`src/rtl/display_scan_mux_pkg.sv`:
```
// Shared types and constants for the 4-digit 7-segment scan driver.
// Contents: digit count, BCD limit, scan state enum, digit type, and a
// leading-zero mask helper used when DISPLAY_SCAN_LZB_EN is defined.
package display_pkg;

  localparam int NUM_DIGITS = 4;

  typedef logic [3:0] bcd_digit_t;

  localparam bcd_digit_t BCD_MAX = 4'd9;

  typedef enum logic {
    GUARD = 1'b0,
    SHOW  = 1'b1
  } scan_state_t;

  // Bit k set when digit k and every digit above it are zero.
  // Digit 0 is never flagged.
  function automatic logic [NUM_DIGITS-1:0] lz_mask(
    input bcd_digit_t [NUM_DIGITS-1:0] d
  );
    logic zero_above;
    lz_mask    = '0;
    zero_above = 1'b1;
    for (int k = NUM_DIGITS - 1; k >= 1; k--) begin
      zero_above = zero_above && (d[k] == 4'd0);
      lz_mask[k] = zero_above;
    end
  endfunction

endpackage

```
`src/rtl/display_scan_mux_if.sv`:
```
// Bus between the digit source and the scan driver.
// Source side: digits_i, dp_i, upd_i. Display side: bcd_o, an_o (active low),
// dp_n_o (active low), frame_o. master = digit source, slave = scan driver.
interface display_scan_mux_if;
  import display_pkg::*;

  logic [15:0] digits_i;
  logic [3:0]  dp_i;
  logic        upd_i;
  bcd_digit_t  bcd_o;
  logic [3:0]  an_o;
  logic        dp_n_o;
  logic        frame_o;

  modport master (
    output digits_i, dp_i, upd_i,
    input  bcd_o, an_o, dp_n_o, frame_o
  );

  modport slave (
    input  digits_i, dp_i, upd_i,
    output bcd_o, an_o, dp_n_o, frame_o
  );

endinterface

```
`src/rtl/display_refresh_timer.sv`:
```
// Digit-period counter for the scan driver: counts 0..REFRESH_DIV-1 and wraps.
// Ports: clk, reset (async, active high); tc = last cycle of the period,
// guard_end = last cycle of the all-anodes-off guard interval.
module display_refresh_timer #(
  parameter int REFRESH_DIV  = 100000,
  parameter int GUARD_CYCLES = 16
) (
  input  logic clk,
  input  logic reset,
  output logic tc,
  output logic guard_end
);

  localparam int CW = $clog2(REFRESH_DIV);
  localparam logic [CW-1:0] LAST_CNT  = CW'(REFRESH_DIV - 1);
  localparam logic [CW-1:0] GUARD_END = CW'(GUARD_CYCLES - 1);

  logic [CW-1:0] cnt;

  assign tc        = (cnt == LAST_CNT);
  assign guard_end = (cnt == GUARD_END);

  always_ff @(posedge clk or posedge reset) begin
    if (reset) begin
      cnt <= '0;
    end else if (tc) begin
      cnt <= '0;
    end else begin
      cnt <= cnt + 1'b1;
    end
  end

endmodule

```
`src/rtl/display_scan_mux.sv`:
```
// Time-multiplexed scan driver for a 4-digit common-anode 7-segment display.
// Ports: clk, reset (async, active high), bus (slave): digits/dp/upd in,
// bcd/an/dp_n/frame out, all outputs registered one cycle after state/idx.
// Build option: define DISPLAY_SCAN_LZB_EN for leading-zero blanking.
module display_scan_mux
  import display_pkg::*;
#(
  parameter int REFRESH_DIV  = 100000,
  parameter int GUARD_CYCLES = 16
) (
  input  logic             clk,
  input  logic             reset,
  display_scan_mux_if.slave bus
);

  logic tc;
  logic guard_end;

  display_refresh_timer #(
    .REFRESH_DIV (REFRESH_DIV),
    .GUARD_CYCLES(GUARD_CYCLES)
  ) u_timer (
    .clk      (clk),
    .reset    (reset),
    .tc       (tc),
    .guard_end(guard_end)
  );

  scan_state_t                   state_q, state_d;
  logic [1:0]                    idx_q;
  bcd_digit_t [NUM_DIGITS-1:0]   shadow_q;
  logic [NUM_DIGITS-1:0]         shadow_dp_q;
  bcd_digit_t [NUM_DIGITS-1:0]   staging_q;
  logic [NUM_DIGITS-1:0]         staging_dp_q;
  logic                          pending_q;

  logic                          frame_boundary;
  bcd_digit_t                    sel_digit;
  logic                          sel_dp;
  logic                          sel_valid;
  logic                          sel_blank;

  bcd_digit_t                    bcd_d;
  logic [3:0]                    an_d;
  logic                          dp_n_d;

  assign frame_boundary = tc && (idx_q == 2'd3);

  assign sel_digit = shadow_q[idx_q];
  assign sel_dp    = shadow_dp_q[idx_q];
  assign sel_valid = (sel_digit <= BCD_MAX);

`ifdef DISPLAY_SCAN_LZB_EN
  logic [NUM_DIGITS-1:0] blank_mask;
  assign blank_mask = lz_mask(shadow_q);
  assign sel_blank  = blank_mask[idx_q];
`else
  assign sel_blank  = 1'b0;
`endif

  // Digit index steps once per period; wraps naturally at 2 bits.
  always_ff @(posedge clk or posedge reset) begin
    if (reset) begin
      idx_q <= 2'd0;
    end else if (tc) begin
      idx_q <= idx_q + 2'd1;
    end
  end

  // Update buffering: staging collects the latest request, shadow only moves
  // at a frame boundary so a frame never mixes old and new digits. A request
  // landing on the boundary itself goes straight to shadow.
  always_ff @(posedge clk or posedge reset) begin
    if (reset) begin
      shadow_q     <= '0;
      shadow_dp_q  <= '0;
      staging_q    <= '0;
      staging_dp_q <= '0;
      pending_q    <= 1'b0;
    end else begin
      if (bus.upd_i) begin
        staging_q    <= bus.digits_i;
        staging_dp_q <= bus.dp_i;
      end
      if (frame_boundary) begin
        if (bus.upd_i) begin
          shadow_q    <= bus.digits_i;
          shadow_dp_q <= bus.dp_i;
        end else if (pending_q) begin
          shadow_q    <= staging_q;
          shadow_dp_q <= staging_dp_q;
        end
        pending_q <= 1'b0;
      end else if (bus.upd_i) begin
        pending_q <= 1'b1;
      end
    end
  end

  always_ff @(posedge clk or posedge reset) begin
    if (reset) begin
      state_q <= GUARD;
    end else begin
      state_q <= state_d;
    end
  end

  always_comb begin
    state_d = state_q;
    bcd_d   = 4'd0;
    an_d    = 4'hF;
    dp_n_d  = 1'b1;

    case (state_q)
      GUARD:   if (guard_end) state_d = SHOW;
      SHOW:    if (tc)        state_d = GUARD;
      default: state_d = GUARD;
    endcase
    // Every period starts in guard, whatever the current state.
    if (tc) state_d = GUARD;

    // Codes above 9 are undefined downstream, so they are never forwarded.
    // A blanked leading zero is also 0, so no extra masking is needed.
    if (sel_valid) bcd_d = sel_digit;

    // A blanked digit keeps its anode only to light a requested point.
    if (state_q == SHOW && sel_valid && (!sel_blank || sel_dp)) begin
      an_d = ~(4'b0001 << idx_q);
    end
    if (state_q == SHOW && sel_valid && sel_dp) begin
      dp_n_d = 1'b0;
    end
  end

  always_ff @(posedge clk or posedge reset) begin
    if (reset) begin
      bus.bcd_o   <= 4'd0;
      bus.an_o    <= 4'hF;
      bus.dp_n_o  <= 1'b1;
      bus.frame_o <= 1'b0;
    end else begin
      bus.bcd_o   <= bcd_d;
      bus.an_o    <= an_d;
      bus.dp_n_o  <= dp_n_d;
      bus.frame_o <= frame_boundary;
    end
  end

endmodule

```
`src/flat_wrapper.sv`:
```
// flat-port wrapper written by rule: the top's interface ports become plain ports
module display_scan_mux_flat import display_pkg::*;
#(
  parameter int REFRESH_DIV  = 100000,
  parameter int GUARD_CYCLES = 16
)
  (clk, reset, bus_digits_i, bus_dp_i, bus_upd_i, bus_bcd_o, bus_an_o, bus_dp_n_o, bus_frame_o);
  display_scan_mux_if bus_i ();
  input  logic clk;
  input  logic reset;
  input wire logic [$bits(bus_i.digits_i)-1:0] bus_digits_i;
  input wire logic [$bits(bus_i.dp_i)-1:0] bus_dp_i;
  input wire logic [$bits(bus_i.upd_i)-1:0] bus_upd_i;
  output wire logic [$bits(bus_i.bcd_o)-1:0] bus_bcd_o;
  output wire logic [$bits(bus_i.an_o)-1:0] bus_an_o;
  output wire logic [$bits(bus_i.dp_n_o)-1:0] bus_dp_n_o;
  output wire logic [$bits(bus_i.frame_o)-1:0] bus_frame_o;
  assign bus_i.digits_i = bus_digits_i;
  assign bus_i.dp_i = bus_dp_i;
  assign bus_i.upd_i = bus_upd_i;
  assign bus_bcd_o = bus_i.bcd_o;
  assign bus_an_o = bus_i.an_o;
  assign bus_dp_n_o = bus_i.dp_n_o;
  assign bus_frame_o = bus_i.frame_o;
  display_scan_mux #(.REFRESH_DIV(REFRESH_DIV), .GUARD_CYCLES(GUARD_CYCLES)) u_core (.clk(clk), .reset(reset), .bus(bus_i));
endmodule
```
`config.mk`:
```
export PLATFORM = sky130hd
export DESIGN_NAME = display_scan_mux_flat
export DESIGN_NICKNAME = d
export VERILOG_FILES = /design/src/rtl/display_scan_mux_pkg.sv /design/src/rtl/display_scan_mux_if.sv /design/src/rtl/display_refresh_timer.sv /design/src/rtl/display_scan_mux.sv /design/src/flat_wrapper.sv
export SDC_FILE = /design/constraint.sdc
export NUM_CORES = 1
export LEC_CHECK = 0
export BUFFER_PORTS_ARGS = -buffer_cell sky130_fd_sc_hd__buf_2
export CELL_PAD_IN_SITES_DETAIL_PLACEMENT = 0
export CELL_PAD_IN_SITES_GLOBAL_PLACEMENT = 1
export CORE_UTILIZATION = 50
export DETAILED_ROUTE_END_ITERATION = 12
export MAX_ROUTING_LAYER = met4
export PLACE_DENSITY_LB_ADDON = 0.1
export REMOVE_ABC_BUFFERS = 1
export SKIP_LAST_GASP = 1
export SYNTH_ARGS = -nofsm -noshare
export SYNTH_HDL_FRONTEND = slang
export SYNTH_SLANG_ARGS = --single-unit
export TNS_END_PERCENT = 20
```
`constraint.sdc`:
```
create_clock -name clk -period 4.6 [get_ports clk]
set_input_delay 0.46 -clock clk [delete_from_list [all_inputs] [get_ports clk]]
set_output_delay 0.46 -clock clk [all_outputs]
set_load 0.03 [all_outputs]
```
After elaboration in Yosys (flattened, before gate mapping)
Index checks and enable logic that the tools add are counted.

word-level totals
  flip-flop bits (word level) = 71
  input port bits = 23
  output and inout bits = 10
  logic and storage cells = 51

cells by class
  add/sub/neg operators = 2
  $lt $le $gt $ge = 2
  eq/ne operators = 3
  shift operators = 1
  mux-type cells = 17
  bitwise logic cells = 2
  reductions and logical operators = 6

operator list
  kind                                                    number
  two-way mux 16 bit                                      2
  two-way mux 4 bit                                       5
  adder 17 x 1 -> 17 bit (second input constant)          1
  == test 17 bit (second input constant)                  1
  == test 17 x 4 -> 1 bit (second input constant)         1
  two-way mux 17 bit                                      1
  binary-select mux 4 bit (select 2 bit)                  1
  two-way mux 1 bit                                       6
  less-or-equal comparator 4 bit (second input constant)  1
  NOT 4 bit                                               1
  nonzero test 2 bit                                      2
  << shifter 1 x 2 -> 4 bit (first input constant)        1
  logical AND 1 bit                                       3
  < comparator 2 x 3 -> 1 bit (second input constant)     1
  adder 2 x 1 -> 2 bit (second input constant)            1
  binary-select mux 1 bit (select 2 bit)                  1
  == test 2 bit (second input constant)                   1
  one-hot mux 1 bit (2 select lines)                      1
  AND reduction 2 bit                                     1
  NOT 1 bit                                               1

Longest topological paths before layout
  depth after elaboration = 6
  gate-level depth with buffers = 6
  mapped depth without buffers = 5

Hierarchy
A second synthesis with hierarchy kept.

second synthesis, totals
  cells, all modules = 211
  area, all modules = 2965.3 µm²

by module, submodules not included
  module                 instances  cells each  area an instance (µm²)  sequential area each (µm²)
  display_scan_mux       1          130         2138.3                  1357.6
  display_refresh_timer  1          81          827.0                   425.4

Worst setup path before layout
No wires, ideal clock.

  path type = register -> register
  from = register u_core.u_timer.cnt[11]
  to = register u_core.shadow_dp_q[0]
  library setup time = 0.125 ns
  data arrival time = 1.782 ns
  slack = 2.693 ns
  stages on the path, launching flop included = 6
  period minus slack after synthesis = 1.907 ns
  cells stage by stage = dfrtp_1 -> or4_4 -> nor4_4 -> nand4b_2 -> buf_6 -> mux2_4

between the ends
  longest elaborated chain between the ends = 3

ends and longest elaborated chain
  item                                  line                         RTL
  from (decl)                           display_refresh_timer.sv:18  logic [CW-1:0] cnt;
  from (signal assigned)                display_refresh_timer.sv:29  cnt <= cnt + 1'b1;
  == test 17 bit                        display_refresh_timer.sv:20  assign tc = (cnt == LAST_CNT);
  logical AND 1 bit                     display_scan_mux.sv:47       assign frame_boundary = tc && (idx_q == 2'd3);
  AND reduction 2 bit (no source line)  --
  to (signal assigned)                  display_scan_mux.sv:88       shadow_dp_q <= bus.dp_i;
  to (signal assigned)                  display_scan_mux.sv:91       shadow_dp_q <= staging_dp_q;
  to (decl)                             display_scan_mux.sv:32       logic [NUM_DIGITS-1:0] shadow_dp_q;

Every way passes these cells.
A chain may end at the register's enable or synchronous reset.

Final worst setup path
  from = register u_core.u_timer.cnt[11]
  to = register u_core.shadow_q[1] in the netlist's numbering

between the ends
  longest elaborated chain between the ends = 3

ends and longest elaborated chain
  item                                  line                         RTL
  == test 17 bit                        display_refresh_timer.sv:20
  logical AND 1 bit                     display_scan_mux.sv:47
  AND reduction 2 bit (no source line)  --
  to (signal assigned)                  display_scan_mux.sv:87       shadow_q <= bus.digits_i;
  to (signal assigned)                  display_scan_mux.sv:90       shadow_q <= staging_q;
  to (decl)                             display_scan_mux.sv:31       bcd_digit_t [NUM_DIGITS-1:0] shadow_q;

Every way passes these cells.

==> flow_summary.yaml <==
critical_path:
  slowest_delay_ps: 810
  r2r-start: "u_core.u_timer.cnt[11]"
  cp.arrival_ps: 2960
  path_cells: "or4_4, nor4_4, nand4b_2, mux2_4"
  cp_slowest_cell: "nand4b_2"
  r2r_cells: 4
  path_class: "reg2reg"
  critPathTopFamily: "simple AND/OR/NAND/NOR gates"
  worst-endpoint-required_ps: 4810
  critPathBufInv: 0
  crit_path_max_fanout: 20
  r2r-end: "u_core.shadow_q[1]"
  worst-r2r-setup-slack_ps: 1850
  start_kind: "flop"
  end_kind: "flop"
drt:
  vias_per_cell: 5.28
  drt-initial-drc-count: 95
  dr_total_vias: 1707
  remaining_drc_errors: 0
  wire_per_inst_um: 15.4
  antenna_left: 0
  dr.pass1.iters: 4
  drt_wl_total_um: 4990
synth:
  ys_top_cells_by_area: "dfrtp_1 (55%), mux2_4 (9.9%), mux2_2 (7.4%), dfstp_2 (4.3%), mux4_2 (3.7%)"
  yosys_warnings: 0
  yosys.area_share.adder_pct: 2.07
  yosys.area_share.simple_pct: 10.3
  ys_seq_area_share_pct: 58.9
  syn_area_sq_um: 3030
  ys_ff_latch: 71
  synthMuxAreaShare_pct: 21.1
  synth_area_per_cell_sq_um: 14.5
  synth_largest_area_cell: "dfrtp_1"
  yosysTopAreaCellShare_pct: 54.6
  synth_cell_types: 30
  synth_compound_area_share_pct: 0.868
  syn_inst: 209
  synth_xor_area_share_pct: 4.63
  synth_top_family_by_area: "multiplexers"
sta:
  layout_min_cycle_time_ps: 2750
  worst_pin_slew_ps: 959
  fin_crit_sh_pct: 59.8
  drv_slew: 0
  worst_clock_skew_ps: 6.91
  tns_ps: 0
  setup_viol_count_final: 0
  slew_headroom_pct: 35.8
  rsz0062_at_grt: "no"
  finalHoldViolations: 0
  max_freq_mhz: 364
global_route:
  antenna_found_initial: 0
  use_met2_pct: 27.2
  use_met3_pct: 6.17
  grt_max_degree: 72
  grt_use_met1_pct: 25.1
  grt_pass1_wl_um: 8500
  grt_pass1_vias: 1741
  grt.total_usage_pct: 18.7
  gr-max-usage-layer: "met2"
  grt_overflow: 0
clocking:
  ctsResizeCount: 0
  clk-insertion-delay-late_ps: 330
  clockBufferDepth: 2
  hold_buffers: 0
  root_buffer: "clkbuf_8"
  htreeDepth: 3
  cts_buffers: 9
  cts_tree: "done"
  post_cts_buffers: 0
  cts_sinks: 71
  clk_pin_slew_ps: 70
cells_and_area:
  syn2layout_area_growth_pct: 12.3
  nets: 274
  final_common_cell: "dfrtp_1"
  most-common-layout-cells: "dfrtp_1 (66), buf_2 (32), mux2_2 (20), mux2_4 (20), nor2_1 (13)"
  fillers: 458
  fin_area_sq_um: 3400
  post_route_cells_drive_above_1_share_pct: 41.0
  diodes: 0
floorplan:
  dieHeight_um: 79.8
  start_util_pct: 53.3
  die_area_sq_um: 6370
  rows: 27
  fp.dieW_um: 79.8
  core_area_sq_um: 5680
  io_pins: 33
placement:
  dp_hpwl_um: 3400
  io_buffers: 32
  post_dp_cell_area_sq_um: 3240
  gp_congestion: 0.805
pwr:
  internal_power_mw: 0.859
  irDropWorstVdd_v: 0.000209
  pwr-share-comb_pct: 4.5
  swShare_pct: 22.5
  seqPwrFrac_pct: 58.2
  p_leak_nw: 1.65
  power_density_nw_per_um2: 326
  p_sw_mw: 0.250
  clock_power_share_pct: 37.3
run:
  drv_cap: 0
min_path:
  hold_path_class: "in2async"
status:
  status: "completed"
how the worst max path moves through the flow:
stage	start	end	slack, ps	cells past startpoint
floorplan	u_core.u_timer.cnt[11]	u_core.shadow_dp_q[0]	2170	4
global placement	u_core.u_timer.cnt[11]	u_core.shadow_q[6]	1920	4
detailed placement	u_core.u_timer.cnt[11]	u_core.shadow_q[1]	1850	4
CTS	u_core.u_timer.cnt[11]	u_core.shadow_q[2]	1840	4
global route	u_core.u_timer.cnt[11]	u_core.shadow_q[2]	1730	4
finish	u_core.u_timer.cnt[11]	u_core.shadow_q[1]	1850	4
synthesized netlist by cell type:
| master | instances |
|---|---|
| nor4_4 | 1 |
| nor3_2 | 1 |
| nand4b_2 | 1 |
| or4_1 | 1 |
| mux4_2 | 5 |
| ha_1 | 5 |
| or4_4 | 1 |
| inv_1 | 6 |
| nand4_1 | 5 |
| o21a_1 | 2 |
| xor2_1 | 7 |
| nor3_1 | 7 |
| mux2_2 | 20 |
| xnor2_1 | 9 |
| buf_2 | 1 |
| buf_6 | 2 |
| nor2b_1 | 3 |
| nand2_1 | 8 |
| and3_2 | 1 |
| nor2_1 | 13 |
| nand3_1 | 6 |
| nor4_1 | 4 |
| dfrtp_1 | 66 |
| and2_2 | 1 |
| o21ai_0 | 1 |
| dfstp_2 | 5 |
| and3_1 | 2 |
| clkbuf_1 | 4 |
| mux2_4 | 20 |
| a31oi_1 | 1 |
final cells by class:
class                      count  area (sq um)  area share, %
clock buffer                  12           135           3.97
clock inverter                 4          22.5          0.662
timing repair buffer          33           168           4.93
multi-input combinational    125          1180           34.7
inverter                       6          22.5          0.662
tap                           72          90.1           2.65
sequential                    71          1780           52.4
sequential cells by signal, summed over array words and instances (netlist names), 2 cells and up:
| signal | cells |
|---|---|
| u_core.bus.an_o | 4 |
| u_core.staging_dp_q | 4 |
| u_core.shadow_q | 16 |
| u_core.staging_q | 16 |
| u_core.idx_q | 2 |
| u_core.bus.bcd_o | 4 |
| u_core.u_timer.cnt | 17 |
| u_core.shadow_dp_q | 4 |
power groups by stage:
stage	clock network [mW]	registers, mW	logic, mW
after floorplan	0	0.656	0.0319
after global placement	0	0.657	0.0494
after detailed placement	0	0.658	0.0518
after CTS	0.421	0.646	0.0520
after global routing	0.460	0.647	0.0567
final	0.413	0.645	0.0500
cells by family after synthesis:
group                    after synthesis
AO/OA/AOI/OAI                          4
adder cells (fa/ha/maj)                5
XOR/XNOR                              16
buffers and inverters                 13
flip-flops                            71
AND/OR/NAND/NOR                       55
multiplexers                          45
worst reg2reg max path, delay by kind of cell, from the launching register on:
family | cells | cell delay (ps)
mux | 1 | 590
flops | 1 | 430
simple gates | 3 | 1620
per-layer routing:
metal  part of all wire (%)  routed length (um)  vias up
met5                      0                   0        -
met4                   0.98                  49        0
met3                    3.9                 193        5
met2                     47                2340       32
met1                     48                2400      867
li1                       -                   -      803
through the flow:
step | worst slack [ps] | hold WS (ps) | utilization (%) | cells | total power [mW]
after global routing | 1730 | 352 | 59.9 | 323 | 1.16
after global placement | 1920 | 478 | 57.1 | 307 | 0.706
after CTS | 1840 | 366 | 59.9 | 323 | 1.12
final | 1850 | 360 | 59.9 | 323 | 1.11
after floorplan | 2170 | 458 | - | 202 | 0.688
after detailed placement | 1850 | 482 | 57.1 | 307 | 0.710
Note: power is estimated with default switching activity, not from simulation.
